<file path="src/rtl/sdram_test_sequencer.sv">
// SDRAM exerciser: writes SEED^addr over [START_ADDR..END_ADDR] through the
// controller request port, reads the range back with at most MAX_OUT reads in
// flight, and compares every returned word against the same pattern.
//
// Handshake: a command transfers on a rising edge where cmd_req && cmd_ack.
// Once cmd_req is high, cmd_wr/cmd_addr/cmd_wdata hold until that transfer;
// a request is never withdrawn. Read data returns in issue order, one word per
// cycle with rd_valid, any latency >= 1.
module sdram_test_sequencer #(
   parameter int                ADDR_W     = 21,
   parameter int                DATA_W     = 32,
   parameter int                START_ADDR = 0,
   parameter int                END_ADDR   = 1023,
   parameter logic [DATA_W-1:0] SEED       = DATA_W'(32'hA5A5_5A5A),
   parameter int                MAX_OUT    = 4
) (
   input  logic              clk_in,
   input  logic              rst,
   input  logic              start,
   output logic              cmd_req,
   output logic              cmd_wr,
   output logic [ADDR_W-1:0] cmd_addr,
   output logic [DATA_W-1:0] cmd_wdata,
   input  logic              cmd_ack,
   input  logic              rd_valid,
   input  logic [DATA_W-1:0] rd_data,
   output logic              busy,
   output logic              done,
   output logic              pass,
   output logic [15:0]       err_cnt,
   output logic [ADDR_W-1:0] first_err_addr,
   output logic [2:0]        dbg_state
);

   localparam int                OUT_W   = 4;
   localparam logic [ADDR_W-1:0] START_A = ADDR_W'(START_ADDR);
   localparam logic [ADDR_W-1:0] END_A   = ADDR_W'(END_ADDR);
   localparam logic [OUT_W-1:0]  MAX_O   = OUT_W'(MAX_OUT);

   typedef enum logic [2:0] {
      S_IDLE  = 3'd0,
      S_WRITE = 3'd1,
      S_READ  = 3'd2,
      S_DRAIN = 3'd3,
      S_DONE  = 3'd4
   } state_t;

   state_t              state_q, state_d;
   logic                req_q, req_d;
   logic                wr_q, wr_d;
   logic [ADDR_W-1:0]   addr_q, addr_d;
   logic [DATA_W-1:0]   wdata_q, wdata_d;
   logic [ADDR_W-1:0]   chk_q, chk_d;
   logic [OUT_W-1:0]    out_q, out_d;
   logic                busy_q, busy_d;
   logic                done_q, done_d;
   logic                pass_q, pass_d;
   logic [15:0]         err_q, err_d;
   logic [ADDR_W-1:0]   ferr_q, ferr_d;

   logic                accept;
   logic                chk_en;
   logic                rd_inc;

   // Address is zero-extended or truncated to the data width.
   function automatic logic [DATA_W-1:0] pattern(input logic [ADDR_W-1:0] a);
      return SEED ^ DATA_W'(a);
   endfunction

   // Next-state logic: command issue, read-back checking and test sequencing.
   always_comb begin
      state_d = state_q;
      req_d   = req_q;
      wr_d    = wr_q;
      addr_d  = addr_q;
      wdata_d = wdata_q;
      chk_d   = chk_q;
      busy_d  = busy_q;
      done_d  = done_q;
      pass_d  = pass_q;
      err_d   = err_q;
      ferr_d  = ferr_q;

      accept = req_q && cmd_ack;
      chk_en = rd_valid && ((state_q == S_READ) || (state_q == S_DRAIN));
      rd_inc = accept && (state_q == S_READ);

      // Read returns are only meaningful while the read phase is live.
      if (chk_en) begin
         chk_d = chk_q + 1'b1;
         if (rd_data != pattern(chk_q)) begin
            if (err_q != 16'hFFFF) begin
               err_d = err_q + 16'd1;
            end
            if (err_q == 16'd0) begin
               ferr_d = chk_q;
            end
         end
      end

      out_d = out_q + {{(OUT_W-1){1'b0}}, rd_inc} - {{(OUT_W-1){1'b0}}, chk_en};

      case (state_q)
         S_IDLE, S_DONE: begin
            if (start) begin
               state_d = S_WRITE;
               busy_d  = 1'b1;
               done_d  = 1'b0;
               pass_d  = 1'b0;
               err_d   = 16'd0;
               ferr_d  = '0;
               addr_d  = START_A;
               chk_d   = START_A;
               out_d   = '0;
               req_d   = 1'b1;
               wr_d    = 1'b1;
               wdata_d = pattern(START_A);
            end
         end

         S_WRITE: begin
            if (accept) begin
               if (addr_q == END_A) begin
                  // One idle request cycle separates the write and read phases.
                  state_d = S_READ;
                  req_d   = 1'b0;
                  wr_d    = 1'b0;
                  wdata_d = '0;
                  addr_d  = START_A;
                  chk_d   = START_A;
               end else begin
                  addr_d  = addr_q + 1'b1;
                  wdata_d = pattern(addr_q + 1'b1);
               end
            end
         end

         S_READ: begin
            if (accept && (addr_q == END_A)) begin
               state_d = S_DRAIN;
               req_d   = 1'b0;
            end else begin
               if (accept) begin
                  addr_d = addr_q + 1'b1;
               end
               // cmd_req is registered, so it must already be low in any cycle
               // where one more accept would exceed the in-flight limit. A held
               // request always satisfies this because out_d <= out_q then.
               req_d = (out_d < MAX_O);
            end
         end

         S_DRAIN: begin
            if (out_d == '0) begin
               state_d = S_DONE;
               busy_d  = 1'b0;
               done_d  = 1'b1;
               pass_d  = (err_d == 16'd0);
            end
         end

         default: begin
            state_d = S_IDLE;
            req_d   = 1'b0;
            busy_d  = 1'b0;
         end
      endcase
   end

   // Sequencer state and all registered outputs.
   always_ff @(posedge clk_in or posedge rst) begin
      if (rst) begin
         state_q <= S_IDLE;
         req_q   <= 1'b0;
         wr_q    <= 1'b0;
         addr_q  <= '0;
         wdata_q <= '0;
         chk_q   <= '0;
         out_q   <= '0;
         busy_q  <= 1'b0;
         done_q  <= 1'b0;
         pass_q  <= 1'b0;
         err_q   <= 16'd0;
         ferr_q  <= '0;
      end else begin
         state_q <= state_d;
         req_q   <= req_d;
         wr_q    <= wr_d;
         addr_q  <= addr_d;
         wdata_q <= wdata_d;
         chk_q   <= chk_d;
         out_q   <= out_d;
         busy_q  <= busy_d;
         done_q  <= done_d;
         pass_q  <= pass_d;
         err_q   <= err_d;
         ferr_q  <= ferr_d;
      end
   end

   assign cmd_req        = req_q;
   assign cmd_wr         = wr_q;
   assign cmd_addr       = addr_q;
   assign cmd_wdata      = wdata_q;
   assign busy           = busy_q;
   assign done           = done_q;
   assign pass           = pass_q;
   assign err_cnt        = err_q;
   assign first_err_addr = ferr_q;
   assign dbg_state      = state_q;

endmodule

</file>
<file path="config.mk">
export PLATFORM = sky130hd
export DESIGN_NAME = sdram_test_sequencer
export DESIGN_NICKNAME = d
export VERILOG_FILES = /design/src/rtl/sdram_test_sequencer.sv
export SDC_FILE = /design/constraint.sdc
export NUM_CORES = 1
export LEC_CHECK = 0
export ABC_AREA = 1
export CAP_MARGIN = 20
export CORE_MARGIN = 4
export CORE_UTILIZATION = 33
export CTS_CLUSTER_DIAMETER = 30
export DETAILED_ROUTE_END_ITERATION = 6
export PLACE_DENSITY = 0.64
export SLEW_MARGIN = 30
export SYNTH_ARGS = -nofsm -noshare
export SYNTH_HDL_FRONTEND = slang
export SYNTH_SLANG_ARGS = --single-unit
</file>
<file path="constraint.sdc">
create_clock -name clk_in -period 5.4 [get_ports clk_in]
set_input_delay 1.08 -clock clk_in [delete_from_list [all_inputs] [get_ports clk_in]]
set_output_delay 1.08 -clock clk_in [all_outputs]
set_load 0.01 [all_outputs]
</file>
After elaboration in Yosys (flattened, before gate mapping)
Cells that the tools add are included.

storage, ports and cells
  register bits = 123
  latch bits = 0
  bits in writable memories = 0
  memory bits (read-only) = 0
  input bits = 37
  output and inout port bits = 98
  word-level logic and storage cells = 103
  memories kept = 0

cells by class
  add/subtract/negate cells = 5
  multiply operators = 0
  div/mod/pow operators = 0
  order comparisons = 1
  equality and inequality tests = 14
  shifts and indexed selects = 0
  multiplexer cells = 46
  bitwise operators = 4
  reduce and logical (&&, ||, !) cells = 21

operator list
  kind                                                   number
  two-way mux 21 bit                                     14
  two-way mux 32 bit                                     3
  two-way mux 16 bit                                     5
  one-hot mux 32 bit (2 select lines)                    1
  one-hot mux 21 bit (3 select lines)                    1
  adder 21 x 1 -> 21 bit, second input constant          2
  one-hot mux 21 bit (2 select lines)                    1
  zero test 16 bit                                       2
  inequality test 32 bit                                 1
  NOT 10 -> 16 bit                                       2
  equality test 21 x 10 -> 1 bit, second input constant  1
  adder 16 x 1 -> 16 bit, second input constant          1
  inequality test 16 bit, second input constant          1
  two-way mux 3 bit                                      5
  one-hot mux 3 bit (4 select lines)                     1
  inequality test 2 bit, second input constant           5
  AND reduction 5 bit                                    2
  AND reduction 3 bit                                    3
  two-way mux 1 bit                                      8
  two-way mux 4 bit                                      2
  AND reduction 4 bit                                    2
  equality test 3 x 2 -> 1 bit, second input constant    2
  one-hot mux 1 bit (2 select lines)                     3
  adder 4 x 1 -> 4 bit                                   1
  other kinds (15)                                       22

Logic depth before layout (Yosys ltp)
  depth after elaboration = 7
  mapped depth = 17
  depth with buffers taken out = 17

Least setup slack after synthesis
Ideal clock, no wire load.

  kind = in2reg
  start point = in rd_valid
  end point = reg pass_q (netlist: pass)
  setup time = 0.065 ns
  arrival = 3.281 ns
  data required time = 5.335 ns
  path slack = 2.053 ns
  stages on the path = 16
  path buffers = 1
  cell sequence = nand3_4 > inv_2 > clkbuf_1 > ha_1 > inv_1 > ha_1 > inv_1 > fa_1 > xnor2_1 > nor2_1 > nand4_1 > a21oi_1 > nand2_1 > nor2_1 > nand3_1 > nand2_1

between the ends
  cells in the longest elaborated chain, start to end = 5
  elaborated cells between the ends (all ways) = 9
  classes of those cells = add/sub (1); eq/ne (1); mux (3); reduce/logical (4)

ends and longest elaborated chain
  element                                                                                            RTL line  source
  start, declared                                                                                    25        input logic rd_valid,
  logical AND 1 bit *                                                                                85        chk_en = rd_valid && ((state_q == S_READ) || (state_q == S_DRAIN));
  subtractor 4 x 1 -> 4 bit / two-way mux 16 bit (equally long branches)                             101, 89
  zero test 4 bit / zero test 16 bit (equally long branches)                                         154, 158
  inequality test 2 x 1 -> 1 bit (no source line) / two-way mux 1 bit (equally long branches)        n/a
  AND reduction 3 bit (no source line) / one-hot mux 1 bit (2 select lines) (equally long branches)  n/a
  end signal, assigned                                                                               195       pass_q <= pass_d;
  end, declared                                                                                      57        logic pass_q, pass_d;

Every way passes the cells marked *; elsewhere a longest branch is shown, timed or not. The select of a mux whose other input is x is not followed.
A chain may end at the register's enable or synchronous reset.

Worst setup path after layout
Ends and elaborated chain as after synthesis.

==> key figures <==
Worst setup path
  – Maximum fanout along the worst path: 23
  – Crit path capture type: register
  – Worst path arrival time: 4.09 ns
  – Worst-case reg-to-reg path depth: 16
  – Worst reg2reg endpoint: pass
  – Reg-to-reg setup timing slack: 2.31 ns
  – Worst path required time: 5.75 ns
  – Critical path startpoint category: input port
  – Critical path type: in -> reg
  – R2r startpoint: dbg_state[2]

Synthesis
  – Compound-Gate Fraction of Synth Area: 7.47%
  – Syn Inst Count: 966
  – Most used DFF post-synth: dfrtp_1
  – Mux cell area share after synthesis: 0.329%
  – Dominant cell type by area after synthesis: dfrtp_1
  – Share of the synthesized area in the top cell type: 41.3%
  – Syn_area_per_cell: 7.10 µm²
  – YS warnings: 0
  – Synth Area in Adders: 1.75%
  – Post-synthesis simple-gate area fraction: 33.4%
  – Yosys cell types: 43
  – Synth Area in XOR/XNOR: 4.33%
  – Largest family of logic cells by synthesized area: simple AND/OR/NAND/NOR gates
  – Part of the Yosys area used for sequential elements: 41.3%
  – Top cells by area, synth: dfrtp_1 41%, nand2_1 15%, inv_1 8.1%, nor2_1 5.8%, a21oi_1 3.5%
  – Seq cells post-synth: 113
  – EDFF count, synth: 0
  – Syn Std Cell Area: 6850 µm²
  – Post-synthesis async set-or-reset flop share: 100%

Placed design
  – I/O Buffers: 129
  – Hpwl dp: 14600 µm
  – GP Congestion: 0.893
  – Setup slack at placement: 1.25 ns

Global routing
  – Initial antenna violation count: 0
  – All-Layer GR Usage: 17.3%
  – Global-route wire length before repair: 33100 µm
  – Largest net degree at the start of global routing: 58
  – Congestion Overflow GR: 0
  – Number of global-route vias before repair: 6477

Floorplan
  – Die Y: 152 µm
  – Num rows: 52
  – Initial core utilization: 33.8%
  – Placeable core area: 20300 µm²
  – DIE WIDTH: 152 µm
  – Die area: 23100 µm²
  – I/O pin total: 135

Route
  – Drt via density: 4.71
  – Antenna Nets Post-Route: 0
  – Drt total wl: 19700 µm
  – Via count: 6453
  – Post-route DRC: 0
  – Iteration-0 DRC Markers: 488
  – Pre-Repair DR Iteration Count: 5
  – Mean routed wirelength per cell: 14.4 µm

Timing
  – Fmax: 268 MHz
  – Final Cycle Share: 69.1%
  – Least-Margin Pin Slew: 0.910 ns
  – RSZ-0062 raised after global routing: false
  – Post-Route Skew: 0.0108 ns
  – Slew margin rel.: 39.2%
  – Endpoints failing setup: 0
  – Pins Over Slew Limit: 0
  – Hold slack: 0.482 ns
  – Final min period: 3.73 ns
  – Final hold viol count: 0
  – Setup TNS: 0 ns
  – Worst setup margin: 1.67 ns

CTS
  – Clock buffer count from CTS: 17
  – CTS clk-pin slew, worst paths: 0.06 ns
  – CTS tree: built
  – Setup Fix Bufs, Post-CTS: 0
  – Clock latency on the worst-skew pair: 0.42 ns
  – CTS max path bufs: 2
  – CTS Sinks: 113
  – Post-CTS Hold Buffers: 0
  – Root buffer cell: clkbuf_16
  – CTS H-tree depth: 4
  – Post-CTS sizing: 0

Pwr
  – Leakage: 0.00428 µW
  – Power per cell area: 404 nW/µm²
  – Peak VDD IR: 230 µV

Layout
  – Final #Nets: 1136
  – Final Util: 43.7%
  – Layout cell share with drive strength beyond 1: 6.45%
  – Ant. Diodes: 0
  – Area grow syn2layout: 29.5%

Hold path
  – HP Class: reg -> reg
  – Worst Hold End: busy
  – Hold path startpoint: busy
  – Min-Delay Path Depth: 2

Outcome
  – Status: completed

Job
  – Max cap viols: 0
[critical path: stages]
cell,delay (ns)
clkdlybuf4s50_1,0.52
nand3_4,0.16
inv_2,0.36
ha_1,0.30
inv_1,0.06
ha_1,0.17
inv_1,0.06
fa_1,0.37
xnor2_1,0.15
nor2_1,0.18
nand4_1,0.20
a21oi_1,0.17
nand2_1,0.06
nor2_1,0.09
nand3_1,0.08
nand2_1,0.07
[worst max path at each step]
stage	start	end	slack, ns
after floorplan	rst	busy	1.33
after global placement	rd_valid	pass	1.35
after detailed placement	rd_valid	pass	1.25
after CTS	rd_valid	pass	1.70
after global routing	rd_valid	pass	1.36
final	rd_valid	pass	1.67
[logic make-up (layout without fill, tap and decap cells)]
family                   count (synthesis)  after routing
AND/OR/NAND/NOR                        523            523
AO/OA/AOI/OAI                           99             99
other                                    1              5
buffers and inverters                  186            316
XOR/XNOR                                33             33
adder cells (fa/ha/maj)                  9              9
flip-flops                             113            113
multiplexers                             2              2
[metal layers]
metal | share of wire (%) | up-vias | track usage, %
li1 | - | 3257 | -
met1 | 47 | 3011 | 23.2
met2 | 46 | 163 | 27.6
met3 | 6.0 | 22 | 4.81
met4 | 1.2 | 0 | 5.09
met5 | 0 | - | 0
[cell usage after synthesis, types with 9 or more instances]
cell     instances
nor2_1         106
nor4_1           9
nor3_1          21
xor2_1          22
a21oi_1         48
dfrtp_1        113
nand3_1         48
inv_1          147
buf_4           12
nand4_1         25
o21ai_0         24
xnor2_1         10
nand2_1        281
o21ai_1         22
[placed cells by master, fill, tap and decap left out, types with 9 or more instances in the layout]
cell type,n
clkbuf_16,17
nor2_1,105
nor4_1,9
o21ai_1,22
nor3_1,21
o21ai_0,24
clkdlybuf4s50_1,129
a21oi_1,48
dfrtp_1,113
nand4_1,25
nand2_1,281
nor2_2,9
nand3_1,48
inv_1,146
xnor2_1,10
xor2_1,22
[report_power, final]
part	switching, µW	internal, µW	total, µW
Combinational	859	545	1400
Sequential	125	1000	1130
Clock	386	667	1050
Total	1370	2220	3590
[final cells by class]
cell class | count | area [µm²]
fillers | 2089 | 11400
clock inverters | 7 | 60.1
repair buffers | 134 | 1330
clock buffers | 22 | 484
multi-input cells | 671 | 3260
well taps | 270 | 338
inverters | 153 | 577
flip-flops and latches | 113 | 2830
[flip-flops by register name (all words and copies together), names as in the netlist]
signal,count
cmd_addr,21
chk_q,21
first_err_addr,21
cmd_wdata,22
cmd_req,1
done,1
cmd_wr,1
dbg_state,3
out_q,4
err_cnt,16
busy,1
pass,1
[through the flow]
stage,instance area [µm²],power [µW],std cells
floorplan,6870,2000,970
global placement,8330,2540,1341
detailed placement,8330,2560,1341
CTS,8880,3630,1370
global route,8880,3850,1370
finish,8880,3590,1370
Note: power is estimated with default switching activity, not from simulation.
